$ cat src/rtl/uart_rx.sv
// uart_rx: oversampling UART receiver.
//
// Watches an asynchronous serial line (idle high) and assembles frames of
// one start bit, DATA_BITS data bits (LSB first) and one stop bit. All
// sampling advances only on cycles where the baud-generator strobe 'tick'
// is high. 'tick' runs at OVERSAMPLE times the bit rate.
//
// Parameters
//   OVERSAMPLE  ticks per bit period (even, >= 4)
//   DATA_BITS   data bits per frame (5..9)
//
// Ports
//   clk        rising-edge clock
//   rst        asynchronous active-high reset
//   tick       one-clk strobe at OVERSAMPLE x baud
//   rxd        raw serial input, idle high
//   rx_ack     consumer acknowledge for the pending word
//   rx_data    last accepted word
//   rx_valid   rx_data holds an unacknowledged word
//   overrun    sticky: a good frame was dropped while rx_valid was high
//   frame_err  one-clk pulse when a stop bit samples low
//   busy       receiver is anywhere but IDLE
module uart_rx #(
  parameter int OVERSAMPLE = 4,
  parameter int DATA_BITS  = 8
) (
  input  logic                 clk,
  input  logic                 rst,
  input  logic                 tick,
  input  logic                 rxd,
  input  logic                 rx_ack,
  output logic [DATA_BITS-1:0] rx_data,
  output logic                 rx_valid,
  output logic                 overrun,
  output logic                 frame_err,
  output logic                 busy
);

  localparam int TW = $clog2(OVERSAMPLE);
  localparam int BW = $clog2(DATA_BITS + 1);

  // Tick-count values at which START, DATA and STOP act.
  localparam logic [TW-1:0] HALF_LAST = TW'(OVERSAMPLE / 2 - 1);
  localparam logic [TW-1:0] FULL_LAST = TW'(OVERSAMPLE - 1);
  localparam logic [BW-1:0] BIT_LAST  = BW'(DATA_BITS - 1);

  typedef enum logic [2:0] {
    IDLE,
    START,
    DATA,
    STOP,
    WAIT_IDLE
  } state_t;

  state_t               state, state_nxt;
  logic [TW-1:0]        tick_cnt, tick_cnt_nxt;
  logic [BW-1:0]        bit_cnt, bit_cnt_nxt;
  logic [DATA_BITS-1:0] shreg;
  logic                 rxd_meta, rxd_s;
  logic                 sample_en, stop_good, stop_bad;

  // Two-flop synchronizer on the asynchronous line.
  // NOTE: both flops reset to 1 (the line's idle level) so that leaving
  // reset can never look like a falling start edge.
  always_ff @(posedge clk or posedge rst) begin
    if (rst) begin
      rxd_meta <= 1'b1;
      rxd_s    <= 1'b1;
    end else begin
      rxd_meta <= rxd;
      rxd_s    <= rxd_meta;
    end
  end

  // NOTE: all clocked state uses non-blocking assignments so every flop
  // samples pre-edge values regardless of process ordering.
  always_ff @(posedge clk or posedge rst) begin
    if (rst) begin
      state    <= IDLE;
      tick_cnt <= '0;
      bit_cnt  <= '0;
    end else begin
      state    <= state_nxt;
      tick_cnt <= tick_cnt_nxt;
      bit_cnt  <= bit_cnt_nxt;
    end
  end

  // Next state, counters and one-cycle control strobes. Nothing moves on
  // cycles without a tick.
  always_comb begin
    // NOTE: every output of this block gets a default first; a missing
    // default on any path would infer a latch.
    state_nxt    = state;
    tick_cnt_nxt = tick_cnt;
    bit_cnt_nxt  = bit_cnt;
    sample_en    = 1'b0;
    stop_good    = 1'b0;
    stop_bad     = 1'b0;

    if (tick) begin
      tick_cnt_nxt = tick_cnt + TW'(1);
      case (state)
        IDLE: begin
          tick_cnt_nxt = '0;
          if (!rxd_s) state_nxt = START;
        end
        START: begin
          // Mid-point of the start bit: still low means a real frame.
          if (tick_cnt == HALF_LAST) state_nxt = rxd_s ? IDLE : DATA;
        end
        DATA: begin
          if (tick_cnt == FULL_LAST) begin
            sample_en    = 1'b1;
            tick_cnt_nxt = '0;
            bit_cnt_nxt  = bit_cnt + BW'(1);
            if (bit_cnt == BIT_LAST) state_nxt = STOP;
          end
        end
        STOP: begin
          if (tick_cnt == FULL_LAST) begin
            if (rxd_s) begin
              stop_good = 1'b1;
              state_nxt = IDLE;
            end else begin
              stop_bad  = 1'b1;
              state_nxt = WAIT_IDLE;
            end
          end
        end
        WAIT_IDLE: begin
          // Line held low (break): wait for it to return high.
          tick_cnt_nxt = '0;
          if (rxd_s) state_nxt = IDLE;
        end
        default: state_nxt = IDLE;
      endcase

      // Both counters restart on entry to any state.
      if (state_nxt != state) begin
        tick_cnt_nxt = '0;
        bit_cnt_nxt  = '0;
      end
    end
  end

  // Data path and consumer handshake.
  always_ff @(posedge clk or posedge rst) begin
    if (rst) begin
      shreg     <= '0;
      rx_data   <= '0;
      rx_valid  <= 1'b0;
      overrun   <= 1'b0;
      frame_err <= 1'b0;
    end else begin
      frame_err <= stop_bad;

      // LSB arrives first, so shift right and fill from the top.
      if (sample_en) shreg <= {rxd_s, shreg[DATA_BITS-1:1]};

      if (rx_ack && rx_valid) begin
        rx_valid <= 1'b0;
        overrun  <= 1'b0;
      end

      // A load in the same cycle as an ack wins over the clear above.
      if (stop_good) begin
        if (!rx_valid || rx_ack) begin
          rx_data  <= shreg;
          rx_valid <= 1'b1;
        end else begin
          overrun  <= 1'b1;
        end
      end
    end
  end

  assign busy = (state != IDLE);

endmodule

$ cat config.mk
export PLATFORM = sky130hd
export DESIGN_NAME = uart_rx
export DESIGN_NICKNAME = d
export VERILOG_FILES = /design/src/rtl/uart_rx.sv
export SDC_FILE = /design/constraint.sdc
export NUM_CORES = 1
export LEC_CHECK = 0
export ABC_CLOCK_PERIOD_IN_PS = 2100
export CAP_MARGIN = 15
export CORE_MARGIN = 3
export CORE_UTILIZATION = 40
export CTS_CLUSTER_DIAMETER = 60
export CTS_CLUSTER_SIZE = 28
export DETAILED_ROUTE_END_ITERATION = 6
export PLACE_DENSITY = 0.7
export SYNTH_ARGS = -nofsm -noshare
export SYNTH_HDL_FRONTEND = slang
export SYNTH_SLANG_ARGS = --single-unit
$ cat constraint.sdc
create_clock -name clk -period 2.1 [get_ports clk]
set_clock_uncertainty 0.05 [all_clocks]
set_input_delay 0.21 -clock clk [delete_from_list [all_inputs] [get_ports clk]]
set_output_delay 0.21 -clock clk [all_outputs]
set_load 0.02 [all_outputs]
# Yosys cells after proc, flatten, opt, wreduce, memory -nomap -nowiden
# Cells that the tools add are included.
dict set report word_totals {
  wordCells 63
  ff_bits 30
  input_bits 5
}
dict set report op_classes {
  n_eq_ne 8
  mux 33
  n_reduce_logical 10
  addsub 2
}
# op n
set op_table {}
lappend op_table {{3-bit two-way mux} 8}
lappend op_table {{1-bit two-way mux} 17}
lappend op_table {{3-bit one-hot mux with 5 select lines} 1}
lappend op_table {{4-bit two-way mux} 3}
lappend op_table {{3-bit by 2-bit == test with 1-bit output, second input constant} 2}
lappend op_table {{2-bit two-way mux} 3}
lappend op_table {{4-bit by 1-bit adder with 4-bit output, second input constant} 1}
lappend op_table {{4-bit by 3-bit == test with 1-bit output, second input constant} 1}
lappend op_table {{2-bit one-hot mux with 2 select lines} 1}
lappend op_table {{2-bit nonzero test} 2}
lappend op_table {{3-bit by 1-bit == test with 1-bit output, second input constant} 1}
lappend op_table {{3-bit == test, second input constant} 1}
lappend op_table {{3-bit zero test} 1}
lappend op_table {{3-bit != test} 1}
lappend op_table {{3-bit AND reduction} 1}
lappend op_table {{3-bit nonzero test} 1}
lappend op_table {{2-bit by 1-bit adder with 2-bit output, second input constant} 1}
lappend op_table {{2-bit by 1-bit == test with 1-bit output, second input constant} 1}
lappend op_table {{2-bit == test, second input constant} 1}
lappend op_table {{2-bit AND reduction} 1}
lappend op_table {{2-bit OR reduction} 1}
lappend op_table {{1-bit logical AND} 1}
lappend op_table {{1-bit zero test} 1}
lappend op_table {{1-bit logical OR} 1}

# Longest topological paths before layout
dict set report logic_depth {
  ltp_word 8
  depth_mapped 6
}

# Worst setup path after synthesis
# No wires, ideal clock.
dict set report synth_path {
  path_kind {reg-to-reg}
  startpoint {reg tick_cnt[0]}
  endpoint {reg tick_cnt[0]}
  n_path_buf 1
  slack_ns 0.310
  synth_period_minus_slack_ns 1.790
  t_required_ns 1.947
  path_stages_with_launch 7
  setup_ns 0.103
  arrival_time_ns 1.636
  cell_sequence {dfrtp_1 -> ha_1 -> and4bb_1 -> buf_4 -> a311oi_2 -> o21ai_2 -> o41ai_2}
}
dict set report synth_via {
  elab_chain_cells 6
}
# item line
set synth_rtl {}
lappend synth_rtl {{start: declaration} 56} ;# logic [TW-1:0] tick_cnt, tick_cnt_nxt;
lappend synth_rtl {{start signal: assignment} 84} ;# tick_cnt <= tick_cnt_nxt;
lappend synth_rtl {{2-bit == test / 2-bit by 1-bit == test with 1-bit output (equally long branches)} {113, 121, 110}}
lappend synth_rtl {{3-bit two-way mux (on tied branches)} {121, 110, 113}}
lappend synth_rtl {{3-bit one-hot mux with 5 select lines} 103} ;# case (state)
lappend synth_rtl {{3-bit two-way mux} 101} ;# if (tick) begin
lappend synth_rtl {{3-bit != test} 140} ;# if (state_nxt != state) begin
lappend synth_rtl {{2-bit two-way mux *} 140}
# Every way passes the cells marked *; elsewhere a longest branch is shown, timed or not. The select of a mux whose other input is x is not followed.
# A chain may end at the register's enable or synchronous reset.

# Worst setup path in the final report
# Ends and elaborated chain as after synthesis.

==> results.yml <==
hold_path:
  min_path_type: "in2async"
routing:
  wire_per_inst_microns: 14.5
  ant_nets: 0
  drt_first_pass_iters: 4
  postRouteWirelength_microns: 2690
  initialDrtViolationCount: 66
  route.detailed.drc: 0
  viasPerCell: 5.16
  vias: 955
grt:
  grt_max_degree: 31
  antenna_found_initial: 0
  grt_remaining_overflow: 0
  grt_pass1_wl_microns: 4640
  track_usage: 0.144
  grt_pass1_vias: 1005
final_layout:
  drive_gt1_frac: 0.281
  nets: 146
  ff_latch_area_sq_um: 753
  fin_util: 0.509
  syn2layout_area_growth_pct: 21.0
  multiInputGateArea_sq_um: 616
  n_fill_cell: 303
  antenna_cells: 0
logic_synthesis:
  ys_ff_latch: 30
  synth_nets: 124
  syn_inst: 116
  synth_ff_type: "dfrtp_1"
  synth-warning-count: 0
  syn_area_per_cell_sq_um: 12.3
  synth_edf_count: 0
  netlist_area_sq_um: 1430
  ys_async_sr_fraction: 1.00
  ys_types: 39
  seq_area_frac_synth: 0.528
placed_design:
  globalplace.congestion: 0.867
  port_buffers: 16
  dp_hpwl_microns: 1920
clock_tree:
  cts_tree: "done"
  insertion_delay_ns: 0.32
  cts.path.max_buffers: 2
  post_cts_buffers: 0
  cts-htree-levels: 2
  clockRootBuffer: "clkbuf_4"
  cts_buffers: 5
  clock_sinks: 30
  clk_pin_slew_worst_paths_ns: 0.08
power_and_ir_drop:
  vdd_drop_max_uv: 495
  clkPwrFrac: 0.253
  switching_power_mw: 0.536
  pwr-share-comb: 0.289
  switching_share: 0.315
  p_per_area_nw_per_um2: 986
  p_int_mw: 1.16
  seq_power_share: 0.459
  p_leak_nw: 0.785
worst_setup_path:
  crit_arrival_ns: 2.10
  crit_path_max_fanout: 8
  worst_setup_path_end_kind: "flip-flop"
  start_kind: "flip-flop"
  r2r_cells: 5
  r2r_end: "tick_cnt[0]"
  critPathCapture: "tick_cnt[0]"
  cp_data_required_time_ns: 2.26
  crit_type: "reg2reg"
  r2r_slack_ns: 0.16
  worstSetupStartpoint: "tick_cnt[0]"
  worst_r2r_startpoint: "tick_cnt[0]"
die:
  io_pins: 17
  fp-row-count: 21
  core_region_area_sq_um: 3390
  die_w_microns: 65.7
  fp.dieH_microns: 65.7
  die_area_sq_um: 4320
  start_util: 0.421
timing:
  min_period_over_period: 0.924
  slew_headroom: 0.750
  finalSetupViolCount: 0
  min_period_ns: 1.94
  slew_violations: 0
  rsz0062_at_grt: "false"
  setup-tns-final_ns: 0
  worstMarginPinSlew_ns: 0.375
  hold_violations: 0
  timing.fmax_ghz: 0.516
job:
  cap_violations: 0
status:
  status: "complete, no violations"
==> power groups by stage <==
stage / clock (mW) / sequential (mW) / combinational [mW]
floorplan: 0 / 0.748 / 0.392
global placement: 0 / 0.777 / 0.471
detailed placement: 0 / 0.787 / 0.492
CTS: 0.455 / 0.778 / 0.497
global route: 0.482 / 0.801 / 0.549
finish: 0.430 / 0.780 / 0.491
==> sequential cells by signal, indices dropped and copies added, names as in the netlist <==
| signal | cells |
|---|---|
| bit_cnt | 4 |
| rx_valid | 1 |
| rxd_meta | 1 |
| frame_err | 1 |
| shreg | 8 |
| state | 3 |
| rx_data | 8 |
| tick_cnt | 2 |
| rxd_s | 1 |
| overrun | 1 |
==> final cells by class <==
cell class	count	area share
clock buffers	7	0.0261
clock inverters	1	0.0174
inverters	7	0.0152
multi-input cells	73	0.357
flip-flops and latches	30	0.437
well taps	46	0.0334
repair buffers	21	0.115
==> cell families after synthesis <==
family / Yosys count / synth area share
muxes: 17 / 0.134
adders and majority gates: 3 / 0.0263
DFF: 30 / 0.528
buffers and inverters: 13 / 0.0421
and+or+nand+nor: 31 / 0.146
AOI/OAI and AO/OA: 22 / 0.123
==> cell usage in the layout, fill, tap and decap left out, drive strengths merged, types with 4 or more instances in the layout <==
| cell | count |
|---|---|
| inv | 7 |
| clkbuf | 7 |
| nand2 | 8 |
| a21oi | 4 |
| mux2 | 17 |
| nand2b | 4 |
| nor2 | 4 |
| buf | 5 |
| dfrtp | 28 |
| clkdlybuf4s50 | 16 |
==> worst max-delay path, stage by stage, from the launching register on <==
cell      delay [ns]
dfrtp_1         0.41
ha_1            0.26
and4bb_1        0.32
a311oi_2        0.36
o21ai_2         0.12
o41ai_2         0.32
==> routing by layer <==
layer,vias to the layer above,routed length (microns),global-route usage
met2,19,1380,0.227
met5,-,0,0
met1,464,1130,0.172
li1,466,-,-
met4,0,51,0.0674
met3,6,132,0.0564
==> Yosys cell counts, types with 2 or more instances <==
library cell	count	area, sq um
mux2_2	17	191
inv_1	6	22.5
buf_4	2	15.0
nand2b_1	4	25.0
nor2_1	4	15.0
nand4_1	3	18.8
dfrtp_1	28	701
o22ai_1	2	12.5
a21oi_1	4	20.0
ha_1	3	37.5
a31oi_1	3	18.8
nand2_1	8	30.0
dfstp_2	2	52.6
nor3_1	2	10.0
buf_2	3	15.0
o221ai_1	2	17.5
==> worst min-delay path by stage <==
stage	to	cells after the start
after CTS	shreg[1]	3
final	shreg[1]	3
after global routing	tick_cnt[1]	3
after detailed placement	rxd_s	0
after global placement	rxd_s	0
after floorplan	rxd_meta	0
==> metrics by stage <==
step	setup WS, ns	std cells	hold WS [ns]	power (mW)	cell area, sq um
final	0.161	185	0.200	1.70	1730
after detailed placement	0.169	177	0.297	1.28	1650
after global routing	0.0101	185	0.204	1.83	1730
after CTS	0.0563	185	0.190	1.73	1720
after global placement	0.262	177	0.295	1.25	1650
after floorplan	0.310	116	0.164	1.14	1430
==> timing repair <==
action	in CTS	in global routing
hold buffers	0	0
setup endpoints to repair	0	1
resized for setup	0	1
(Power assumes the default switching activity.)
